`src/rtl/pi_digit_writer.sv`:
```
// Resolves raw spigot quotients into final pi digits, packs 8 BCD digits per
// 32-bit word and drives the digit store's write port.
module pi_digit_writer #(
   parameter int ADDR_W     = 14,
   parameter int MAX_DIGITS = 82944,
   parameter int NINE_W     = 8
) (
   input  logic              clk,
   input  logic              rst,
   input  logic              in_valid,
   output logic              in_ready,
   input  logic [3:0]        in_q,
   input  logic              in_last,
   output logic              wr_en,
   output logic [ADDR_W-1:0] wr_addr,
   output logic [31:0]       wr_data,
   output logic [16:0]       digits_written,
   output logic              done,
   output logic              err
);

   localparam logic [2:0] S_ACCEPT   = 3'd0;
   localparam logic [2:0] S_EMIT_PRE = 3'd1;
   localparam logic [2:0] S_EMIT_RUN = 3'd2;
   localparam logic [2:0] S_FLUSH    = 3'd3;
   localparam logic [2:0] S_DONE     = 3'd4;

   localparam logic [16:0]       MAX_IDX   = 17'(MAX_DIGITS);
   localparam logic [NINE_W-1:0] NINES_MAX = {NINE_W{1'b1}};
   localparam logic [31:0]       EMPTY_BUF = 32'hFFFF_FFFF;

   logic [2:0]        state_q, state_d;
   logic [3:0]        pre_q, pre_d;
   logic [NINE_W-1:0] nines_q, nines_d;
   logic              have_pre_q, have_pre_d;
   logic              flush_q, flush_d;
   logic              loaded_q, loaded_d;
   logic [3:0]        emit_pre_q, emit_pre_d;
   logic [NINE_W-1:0] run_cnt_q, run_cnt_d;
   logic [3:0]        run_digit_q, run_digit_d;
   logic [16:0]       idx_q, idx_d;
   logic [31:0]       buf_q, buf_d;
   logic              wr_en_q, wr_en_d;
   logic [ADDR_W-1:0] wr_addr_q, wr_addr_d;
   logic [31:0]       wr_data_q, wr_data_d;
   logic              done_q, done_d;
   logic              err_q, err_d;

   logic              xfer;
   logic              emit_valid;
   logic [3:0]        emit_digit;
   logic              start_emit;
   logic [31:0]       word;
   logic [16:0]       idx_next;

   assign in_ready       = (state_q == S_ACCEPT) && !done_q;
   assign xfer           = in_valid && in_ready;
   assign wr_en          = wr_en_q && !rst;
   assign wr_addr        = wr_addr_q;
   assign wr_data        = wr_data_q;
   assign digits_written = idx_q;
   assign done           = done_q;
   assign err            = err_q;

   always_comb begin
      state_d     = state_q;
      pre_d       = pre_q;
      nines_d     = nines_q;
      have_pre_d  = have_pre_q;
      flush_d     = flush_q;
      loaded_d    = loaded_q;
      emit_pre_d  = emit_pre_q;
      run_cnt_d   = run_cnt_q;
      run_digit_d = run_digit_q;
      idx_d       = idx_q;
      buf_d       = buf_q;
      wr_en_d     = 1'b0;
      wr_addr_d   = wr_addr_q;
      wr_data_d   = wr_data_q;
      done_d      = done_q;
      err_d       = err_q;
      emit_valid  = 1'b0;
      emit_digit  = 4'd0;
      start_emit  = 1'b0;
      word        = buf_q;
      idx_next    = idx_q + 17'd1;

      case (state_q)
         S_ACCEPT: begin
            if (xfer) begin
               if (in_q > 4'd10) begin
                  err_d = 1'b1;
               end else if (in_q == 4'd9) begin
                  if (nines_q == NINES_MAX) err_d = 1'b1;
                  else nines_d = nines_q + NINE_W'(1);
               end else if (in_q == 4'd10) begin
                  if (!have_pre_q) begin
                     err_d = 1'b1;
                  end else begin
                     // Carry: predigit bumps up, every held nine rolls to zero.
                     emit_pre_d  = pre_q + 4'd1;
                     run_digit_d = 4'd0;
                     run_cnt_d   = nines_q;
                     pre_d       = 4'd0;
                     nines_d     = '0;
                     start_emit  = 1'b1;
                  end
               end else begin
                  if (have_pre_q) begin
                     emit_pre_d  = pre_q;
                     run_digit_d = 4'd9;
                     run_cnt_d   = nines_q;
                     start_emit  = 1'b1;
                  end
                  pre_d      = in_q;
                  nines_d    = '0;
                  have_pre_d = 1'b1;
               end
               if (in_last) flush_d = 1'b1;
               if (start_emit)   state_d = S_EMIT_PRE;
               else if (in_last) state_d = S_FLUSH;
            end
         end
         S_EMIT_PRE: begin
            emit_valid = 1'b1;
            emit_digit = emit_pre_q;
            if (run_cnt_q != '0) state_d = S_EMIT_RUN;
            else                 state_d = flush_q ? S_FLUSH : S_ACCEPT;
         end
         S_EMIT_RUN: begin
            emit_valid = 1'b1;
            emit_digit = run_digit_q;
            run_cnt_d  = run_cnt_q - NINE_W'(1);
            if (run_cnt_q == NINE_W'(1)) state_d = flush_q ? S_FLUSH : S_ACCEPT;
         end
         S_FLUSH: begin
            if (!loaded_q) begin
               // First pass drains the held predigit and nines; second pass writes.
               loaded_d    = 1'b1;
               emit_pre_d  = pre_q;
               run_digit_d = 4'd9;
               run_cnt_d   = nines_q;
               have_pre_d  = 1'b0;
               nines_d     = '0;
               if (have_pre_q)          state_d = S_EMIT_PRE;
               else if (nines_q != '0)  state_d = S_EMIT_RUN;
            end else begin
               if (idx_q[2:0] != 3'd0) begin
                  wr_en_d   = 1'b1;
                  wr_addr_d = ADDR_W'(idx_q >> 3);
                  wr_data_d = buf_q;
                  buf_d     = EMPTY_BUF;
               end
               done_d  = 1'b1;
               state_d = S_DONE;
            end
         end
         S_DONE: begin
            state_d = S_DONE;
         end
         default: begin
            state_d = S_ACCEPT;
         end
      endcase

      if (emit_valid) begin
         word[{idx_q[2:0], 2'b00} +: 4] = emit_digit;
         buf_d = word;
         idx_d = idx_next;
         if (idx_q[2:0] == 3'd7 || idx_next == MAX_IDX) begin
            wr_en_d   = 1'b1;
            wr_addr_d = ADDR_W'(idx_q >> 3);
            wr_data_d = word;
            buf_d     = EMPTY_BUF;
         end
         if (idx_next == MAX_IDX) begin
            done_d  = 1'b1;
            state_d = S_DONE;
         end
      end
   end

   always_ff @(posedge clk) begin
      if (rst) begin
         state_q     <= S_ACCEPT;
         pre_q       <= 4'd0;
         nines_q     <= '0;
         have_pre_q  <= 1'b0;
         flush_q     <= 1'b0;
         loaded_q    <= 1'b0;
         emit_pre_q  <= 4'd0;
         run_cnt_q   <= '0;
         run_digit_q <= 4'd0;
         idx_q       <= 17'd0;
         buf_q       <= EMPTY_BUF;
         wr_en_q     <= 1'b0;
         wr_addr_q   <= '0;
         wr_data_q   <= 32'd0;
         done_q      <= 1'b0;
         err_q       <= 1'b0;
      end else begin
         state_q     <= state_d;
         pre_q       <= pre_d;
         nines_q     <= nines_d;
         have_pre_q  <= have_pre_d;
         flush_q     <= flush_d;
         loaded_q    <= loaded_d;
         emit_pre_q  <= emit_pre_d;
         run_cnt_q   <= run_cnt_d;
         run_digit_q <= run_digit_d;
         idx_q       <= idx_d;
         buf_q       <= buf_d;
         wr_en_q     <= wr_en_d;
         wr_addr_q   <= wr_addr_d;
         wr_data_q   <= wr_data_d;
         done_q      <= done_d;
         err_q       <= err_d;
      end
   end

endmodule

```
`config.mk`:
```
export PLATFORM = sky130hd
export DESIGN_NAME = pi_digit_writer
export DESIGN_NICKNAME = d
export VERILOG_FILES = /design/src/rtl/pi_digit_writer.sv
export SDC_FILE = /design/constraint.sdc
export NUM_CORES = 1
export LEC_CHECK = 0
export BUFFER_PORTS_ARGS = -buffer_cell sky130_fd_sc_hd__buf_4
export CORE_ASPECT_RATIO = 1.25
export CORE_MARGIN = 2
export CORE_UTILIZATION = 30
export DETAILED_ROUTE_END_ITERATION = 8
export PLACE_DENSITY = 0.43
export SLEW_MARGIN = 10
export SYNTH_ARGS = -nofsm -noshare
export SYNTH_HDL_FRONTEND = slang
export SYNTH_SLANG_ARGS = --single-unit
```
`constraint.sdc`:
```
create_clock -name clk -period 3.5 [get_ports clk]
set_input_delay 0 -clock clk [delete_from_list [all_inputs] [get_ports clk]]
set_output_delay 0 -clock clk [all_outputs]
set_load 0.01 [all_outputs]
```
==> impl_metrics.toml, run 1 <==
[pwr]
p_switching_uw = 1170
power_frac_comb_pct = 15.9
max-vdd-ir-drop_mv = 0.335
seq_power_share_pct = 39.2
power.density_nw_per_um2 = 485
p_leak_uw = 0.00304
internal_power_uw = 2830
power_frac_clock_pct = 44.8
switching_share_pct = 29.2

[grt]
grt_usage_pct = 15.6
overflow = 0
grt_max_degree = 83
grt_pass1_wl_um = 30000
antenna_found_initial = 0
grt_pass1_vias = 5705

[routing]
ant_nets = 0
routed_wl_um = 18200
vias = 5728
wire_per_inst_um = 15.6
vias_per_cell = 4.89
dr.first_iter.drc_count = 289
remaining_drc_errors = 0
first_pass_iters = 4

[clocking]
clk_pin_slew_ns = 0.06
clockBufferDepth = 2
worstSkewPairLatency_ns = 0.42
cts_tree = "done"
post_cts_buffers = 0
cts_buffers = 17
h-tree-depth = 4
root_buffer = "clkbuf_16"
cts.sinks = 129

[synth]
synth_edf_count = 0
synth_cell_types = 59
ys_warn_count = 0
yosys.area.top_type = "dfxtp_1"
synth_cells = 818
syn_avg_cell_area_um2 = 8.28
syn_nets = 838
synth-seq-area-share_pct = 38.1
synthesis.area_um2 = 6780
ys_seq_elements = 129
synthArstFlopShare_pct = 0
synth_top_cell_area_share_pct = 38.1
synthTopCellsByArea = "dfxtp_1, mux2i_1, nor2_1, a21oi_1, mux2_2"
synth_ff_type = "dfxtp_1"

[floorplanning]
num_rows = 61
die_w_um = 138
die_area_um2 = 23800
fp.dieH_um = 172
coreArea_um2 = 22200
initial_utilization_pct = 30.5
ios = 75

[critical_path]
cpPeakStageDelay_ns = 0.51
crit_chain = "nand4_1, or3_1, a31oi_1, a2111oi_4, a211oi_4, buf_4, a21oi_1, or2_2"
crit_path_max_fanout = 32
cp-start-kind = "flop"
crit_type = "reg -> reg"
cp.required_ns = 3.80
cpMaxStageDelayCell = "dfxtp_1"
worst_ep_arrival_time_ns = 3.03
end_kind = "flop"

[placement]
pre_cts_ws_ns = 0.813
portBuffers = 74
place.gp.congestion = 0.776
dp_hpwl_um = 12200

[cells_and_area]
fillCellCount = 2321
drive_above_1_share_pct = 20.2
antenna_cells = 0
layout-area-overhead-vs-synth_pct = 21.8
nets = 897

[min_path]
hp-class = "in -> reg"

[timing]
clock_skew_ns = 0.0106
period_share_pct = 78.0
slew_violations = 0
setup_tns_ns = 0
period_minus_slack_ns = 2.73
rsz0062_at_grt = "false"
tightest_slew_ns = 0.798
setup_slack_ns = 0.771
hold_viol = 0
max-slew-margin-rel_pct = 46.8
setup_violations = 0
fmax_ghz = 0.366

[run_status]
status = "finished clean"

[run]
cap_violations = 0
synthesized netlist by cell type (all sizes together), types with 20 or more instances:
cell	n
buf	24
o21ai	23
mux2	25
dfxtp	129
nand3	20
nand2b	35
clkbuf	26
a21oi	79
or2	32
mux2i	68
nand2	56
nor2	132
placed cells by master (no fill, tap or decap), types with 6 or more instances in the layout:
master and n:
nor2_1 131, dfxtp_1 129, buf_4 82, a21oi_1 78, mux2i_1 68, nand2_1 56, nand2b_1 35, or2_2 29
mux2_2 25, o21ai_0 21, nand3_1 20, clkbuf_16 17, inv_1 15, xor2_1 15, nor2b_1 14, nor3_1 14
a211oi_1 14, ha_1 12, nand4_1 8, or3_1 7, and2_1 6
cells by family after synthesis:
| logic type | share of synthesized area (%) |
|---|---|
| AND/OR/NAND/NOR | 25.5 |
| AO/OA/AOI/OAI | 13.3 |
| flip-flops | 38.1 |
| multiplexers | 14.2 |
| buffers and inverters | 4.10 |
| XOR/XNOR | 2.59 |
| adder cells (fa/ha/maj) | 2.22 |
worst max-delay path: cells and delay by family (launching register included):
family                 cells  cell delay, ns
AND/OR/NAND/NOR            3            0.93
AO/OA/AOI/OAI              4            0.76
buffers and inverters      1            0.41
flip-flops                 1            0.51
power by group through the flow:
stage                     clock network (µW)  registers, µW  logic [µW]
final                                   1790           1570         638
after global routing                    1890           1580         722
after CTS                               1840           1570         646
after detailed placement                   0           1600         639
after global placement                     0           1600         639
after floorplan                            0           1590         459
registers in the layout, summed over array words and instances (netlist names):
register / flops
run_cnt_q: 8
nines_q: 8
wr_data: 32
buf_q: 32
run_digit_q: 1
wr_addr: 14
done: 1
err: 1
digits_written: 17
wr_en_q: 1
loaded_q: 1
pre_q: 4
emit_pre_q: 4
have_pre_q: 1
state_q: 3
flush_q: 1
area by class of cell:
cell class	count	area, µm²	area share (%)
Timing Repair Buffer	90	726	8.80
Sequential cell	129	2580	31.3
Multi-Input combinational cell	624	3940	47.8
Clock inverter	12	135	1.64
Clock buffer	19	453	5.49
Tap cell	283	354	4.29
Inverter	15	56.3	0.682
through the flow:
| step | hold WS, ns | area [µm²] | instances | total power, µW | util [%] |
|---|---|---|---|---|---|
| 2_1_floorplan | 0.139 | 6780 | 818 | 2050 | - |
| 3_3_place_gp | 0.248 | 7610 | 1136 | 2240 | 34.3 |
| 3_5_place_dp | 0.260 | 7610 | 1136 | 2240 | 34.3 |
| 4_1_cts | 0.0896 | 8250 | 1172 | 4050 | 37.1 |
| 5_1_grt | 0.154 | 8250 | 1172 | 4190 | 37.1 |
| 6_report | 0.114 | 8250 | 1172 | 4000 | 37.1 |
final timing paths:
check | start | endpoint | slack, ns | cells after the start
min reg2reg | run_cnt_q[1]$_SDFFE_PP0P_ | run_cnt_q[1]$_SDFFE_PP0P_ | 0.47 | 2
max reg2reg | digits_written[10]$_SDFFE_PP0N_ | buf_q[20]$_SDFFE_PP1P_ | 0.77 | 8
min | in_valid | pre_q[3]$_SDFFE_PP0P_ | 0.11 | 5
max | digits_written[10]$_SDFFE_PP0N_ | buf_q[20]$_SDFFE_PP1P_ | 0.77 | 8
layer usage:
layer | part of all wire, % | vias up | track usage, %
met5 | 0 | - | 0
met2 | 50 | 82 | 28.2
met3 | 2.8 | 19 | 3.27
met1 | 46 | 2681 | 18.7
li1 | - | 2946 | -
met4 | 1.2 | 0 | 4.48
repair_timing:
action	4_1_cts	5_1_grt
endpoints found under the hold margin	6	0
hold buffers	5	0
gates resized for setup	0	0
(Power assumes the default switching activity.)
==> run 2, diff against run 1 <==
clock period = 2.7 ns   (was 3.5 ns; I/O delays follow)
==> run 2 against run 1 <==
Net effect: sequential cell count did not move; first-iteration DRC count up 1.7%; via count up 2.3%; clock skew increased by 0.0041 ns; clock power grew 27%; hold slack got worse by 0.047 ns; wire length increased by 2.0%; critical path depth increased by 1; count of clock-buffer cells in the layout is 3 higher; cell count rose by 2.8%; critical endpoint is now wr_data[13]$_SDFF_PP0_.
==> impl_metrics.toml, run 2 (synthesis gave the netlist of run 1 again) <==
[clocking]
cts_tree = "done"
post_cts_buffers = 0
cts.sinks = 129
worstSkewPairLatency_ns = 0.42
clockBufferDepth = 2
h-tree-depth = 4
clk_pin_slew_ns = 0.06
cts_buffers = 17
root_buffer = "clkbuf_16"

[grt]
grt_max_degree = 81
grt_pass1_vias = 5921
grt_usage_pct = 16.0
grt_pass1_wl_um = 30900
antenna_found_initial = 0
overflow = 0

[critical_path]
crit_chain = "ha_2, ha_1, nor4bb_2, o21ai_1, a2111oi_4, a21oi_4, buf_6, mux2_2, nor2_1"
cp.required_ns = 3.06
worst_ep_arrival_time_ns = 2.88
end_kind = "flop"
crit_type = "reg -> reg"
cp-start-kind = "flop"
cpPeakStageDelay_ns = 0.40
r2r_slack_ns = 0.17
cpMaxStageDelayCell = "dfxtp_1"
r2r_cells = 9
crit_path_max_fanout = 40

[timing]
tightest_slew_ns = 0.793
clock_skew_ns = 0.0147
period_share_pct = 93.6
setup_violations = 0
rsz0062_at_grt = "true"
period_minus_slack_ns = 2.53
setup_tns_ns = 0
slew_violations = 0
hold_viol = 0
max-slew-margin-rel_pct = 47.1
fmax_ghz = 0.396

[cells_and_area]
nets = 929
final_common_cell = "nor2_1"
most-common-layout-cells = "nor2_1, dfxtp_1, buf_4"
layout-area-overhead-vs-synth_pct = 25.9
antenna_cells = 0
fillCellCount = 2295
utilization_pct = 38.4
drive_above_1_share_pct = 23.4

[pwr]
p_leak_uw = 0.00322
max-vdd-ir-drop_mv = 0.453
power.density_nw_per_um2 = 611

[run]
cap_violations = 0

[routing]
first_pass_iters = 4
vias_per_cell = 4.86
ant_nets = 0
wire_per_inst_um = 15.4
routed_wl_um = 18600
vias = 5862
remaining_drc_errors = 0
dr.first_iter.drc_count = 294

[floorplanning]
die_w_um = 138
coreArea_um2 = 22200
fp.dieH_um = 172
die_area_um2 = 23800
initial_utilization_pct = 30.5
ios = 75
num_rows = 61

[placement]
dp_hpwl_um = 12600
portBuffers = 74
place.gp.congestion = 0.763

[min_path]
min_path_cells = 4
hp-class = "in -> reg"

[run_status]
status = "finished clean"
run 2: critical path, delay by kind of cell (launching register included):
kind / cells / cell delay, ns
AO/OA/AOI/OAI: 3 / 0.56
adder cells (fa/ha/maj): 2 / 0.53
flip-flops: 1 / 0.40
AND/OR/NAND/NOR: 2 / 0.39
multiplexers: 1 / 0.31
buffers and inverters: 1 / 0.24
run 2: per-layer routing:
metal | track usage (%) | share of wire [%]
met1 | 19.7 | 46
met2 | 28.1 | 49
met3 | 3.30 | 3.1
met4 | 5.28 | 2.0
met5 | 0 | 0
run 2: power by group:
group | internal (µW) | switching, µW | total (µW)
Clock | 1370 | 911 | 2280
Sequential | 1970 | 66.7 | 2040
Combinational | 339 | 550 | 889
run 2: final cells by class:
type | instances | area [µm²] | area share [%]
well taps | 283 | 354 | 4.15
clock buffers | 22 | 484 | 5.68
multi-input cells | 624 | 3970 | 46.5
inverters | 15 | 56.3 | 0.660
clock inverters | 10 | 101 | 1.19
repair buffers | 122 | 982 | 11.5
flip-flops and latches | 129 | 2580 | 30.3
run 2: final timing paths:
| check | to | from |
|---|---|---|
| setup / recovery | wr_data[13]$_SDFF_PP0_ | digits_written[1]$_SDFFE_PP0N_ |
| hold / removal | pre_q[1]$_SDFFE_PP0P_ | in_q[1] |
| hold reg to reg | run_cnt_q[1]$_SDFFE_PP0P_ | run_cnt_q[1]$_SDFFE_PP0P_ |
| setup reg to reg | wr_data[13]$_SDFF_PP0_ | digits_written[1]$_SDFFE_PP0N_ |
run 2: through the flow:
step	hold WS (ns)	cells	worst slack (ns)	total power [µW]	instance area (µm²)
global route	0.0892	1205	-0.00831	5480	8530
CTS	0.0362	1205	0.0289	5290	8510
floorplan	0.139	818	0.0592	2650	6780
finish	0.0663	1205	0.173	5210	8530
global placement	0.268	1168	-0.0253	2960	7870
detailed placement	0.273	1168	-0.0426	2960	7870
run 2: repair_timing:
action | in CTS | in global routing
pin swaps | 0 | 1
setup endpoints to repair | 38 | 82
resized for setup | 2 | 5
hold endpoints to repair | 6 | 0
hold buffers | 5 | 0
==> run 3, diff against run 2 <==
ABC_AREA = 1   (was unset)
CELL_PAD_IN_SITES_DETAIL_PLACEMENT = 0   (was unset)
CELL_PAD_IN_SITES_GLOBAL_PLACEMENT = 2   (was unset)
PLACE_DENSITY = 0.74   (was 0.43)
==> run 3 against run 2 <==
Net effect: area after synthesis grew 6.7%; clock skew decreased by 0.0029 ns; sequential share of layout area down 1.5 points; sequential cell count unchanged; via count grew 21%; fmax grew 1.8%; synthesized cell count up 45%; non-clock buffer count shrank 8; critical path type unchanged; largest cell class unchanged; highest routed layer unchanged.
==> impl_metrics.toml, run 3 <==
[pwr]
p_switching_uw = 2400
max-vdd-ir-drop_mv = 0.472
internal_power_uw = 4180
p_leak_uw = 0.00448
power_frac_clock_pct = 34.6
seq_power_share_pct = 35.0
power.density_nw_per_um2 = 733
power_frac_comb_pct = 30.4
switching_share_pct = 36.5

[min_path]
hp-class = "in -> reg"

[placement]
dp_hpwl_um = 14800
place.gp.congestion = 0.792
place_area_um2 = 8250
post-place-cells = 1569
portBuffers = 74

[synth]
synthTopCellsByArea = "dfxtp_1, nand2_1, inv_1, nor2_1, o21ai_0"
synthArstFlopShare_pct = 0
synth_ff_type = "dfxtp_1"
yosysMostFrequentCell = "nand2_1"
syn_nets = 1208
synth-seq-area-share_pct = 35.7
synth_cells = 1188
ys_seq_elements = 129
synth_top_cell_area_share_pct = 35.7
synthesis.area_um2 = 7230
synthTopCellsByCount = "nand2_1, inv_1, nor2_1, dfxtp_1, o21ai_0"
ys_warn_count = 0
yosys.area.top_type = "dfxtp_1"
synth_cell_types = 34
syn_avg_cell_area_um2 = 6.08
synth_edf_count = 0

[cells_and_area]
fillCellCount = 2657
antenna_cells = 0
stdcell_count = 1612
most-common-layout-cells = "nand2_1, inv_1, nor2_1"
nets = 1295
layout-area-overhead-vs-synth_pct = 24.2
utilization_pct = 37.8
final_common_cell = "nand2_1"
multi_input_area_um2 = 3720
regArea_um2 = 2580
drive_above_1_share_pct = 12.0
final_cell_area_um2 = 8980

[critical_path]
cp.required_ns = 3.01
crit_top_cell = "nor2_1"
worst_ep_arrival_time_ns = 2.79
cpMaxStageDelayCell = "dfxtp_1"
end_kind = "flop"
crit_path_max_fanout = 20
crit_chain = "ha_1, ha_1, nor3b_2, nand3_1, nor2_1, nand2_1, nor2_1, nand2_1, o21bai_4, nand2_8, clkbuf_16, nor2_1, nor2_1"
cpPeakStageDelay_ns = 0.31
path_delay_family = "simple AND/OR/NAND/NOR gates"
cp-start-kind = "flop"
crit_type = "reg -> reg"
worst-path-buf-inv = 1

[floorplanning]
die_w_um = 143
fp.dieH_um = 178
num_rows = 63
die_area_um2 = 25400
initial_utilization_pct = 30.5
ios = 75
coreArea_um2 = 23700

[routing]
remaining_drc_errors = 0
dr.first_iter.drc_count = 321
routed_wl_um = 21400
wire_per_inst_um = 13.3
ant_nets = 0
first_pass_iters = 4
vias = 7095
vias_per_cell = 4.40

[timing]
hold_viol = 0
clock_skew_ns = 0.0118
slew_violations = 0
setup_violations = 0
period_minus_slack_ns = 2.48
max-slew-margin-rel_pct = 63.9
tightest_slew_ns = 0.538
period_share_pct = 91.9
setup_tns_ns = 0
hold_slack_ns = 0.112
fmax_ghz = 0.403

[grt]
antenna_found_initial = 0
overflow = 0
grt_pass1_wl_um = 35000
grt_pass1_vias = 6857
grt_max_degree = 88
grt_usage_pct = 17.5

[clocking]
cts_buffers = 17
h-tree-depth = 4
worstSkewPairLatency_ns = 0.42
clockBufferDepth = 2
cts.sinks = 129
root_buffer = "clkbuf_16"
clk_pin_slew_ns = 0.06
cts_tree = "done"

[run]
cap_violations = 0

[run_status]
status = "finished clean"
run 3: power by group through the flow:
stage	Clock (µW)	Sequential, µW	Combinational (µW)
final	2270	2300	2000
after global routing	2430	2340	2300
after CTS	2360	2310	2020
after detailed placement	0	2350	2000
after global placement	0	2350	2010
after floorplan	0	2320	1340
run 3: routing by layer:
layer / vias up / share of wire [%] / GRT usage, %
li1: 3816 / - / -
met1: 3176 / 46 / 21.4
met2: 81 / 49 / 31.5
met3: 22 / 2.7 / 3.05
met4: 0 / 1.5 / 4.99
met5: - / 0 / 0
run 3: stage by stage:
stage | total power (µW) | worst slack, ns
6_report | 6580 | 0.219
5_1_grt | 7070 | -0.0148
4_1_cts | 6680 | 0.0137
3_5_place_dp | 4350 | 0.0245
3_3_place_gp | 4360 | 0.0830
2_1_floorplan | 3660 | 0.238
run 3: repair_timing:
action,CTS,global route
resized for setup,0,4
setup endpoints to repair,0,37
hold endpoints to repair,17,0
hold buffers,8,0
setup buffers,0,2
run 3: cell families (layout without fill, tap and decap cells):
group,after synthesis,after routing,share of synthesized area [%]
fa+ha+maj,12,12,2.08
flops,129,129,35.7
xor+xnor,12,12,1.45
simple gates,623,624,34.1
compound gates,170,170,13.3
buf+inv,242,340,13.4
run 3: layout make-up:
class                           count  share of cell area (%)
Clock inverter                      9                   0.906
Timing Repair Buffer              114                    10.7
Inverter                          195                    8.17
Sequential cell                   129                    28.8
Tap cell                          325                    4.53
Clock buffer                       22                    5.51
Multi-Input combinational cell    818                    41.4
run 3: worst paths after layout:
check                                                    start                   endpoint  slack (ns)  cells after the start
worst max-delay path            digits_written[0]$_SDFFE_PP0N_     wr_data[15]$_SDFF_PP0_        0.22                     13
worst min-delay path                                  in_valid      state_q[0]$_SDFF_PP0_        0.11                      5
worst max register to register  digits_written[0]$_SDFFE_PP0N_     wr_data[15]$_SDFF_PP0_        0.22                     13
worst min register to register       run_cnt_q[7]$_SDFFE_PP0P_  run_cnt_q[7]$_SDFFE_PP0P_        0.47                      2
run 3: worst min-delay path, cell delays in order:
cell,delay (ns)
buf_4,0.08
nand2_1,0.12
nor2_1,0.15
a211oi_1,0.06
nor2_1,0.07
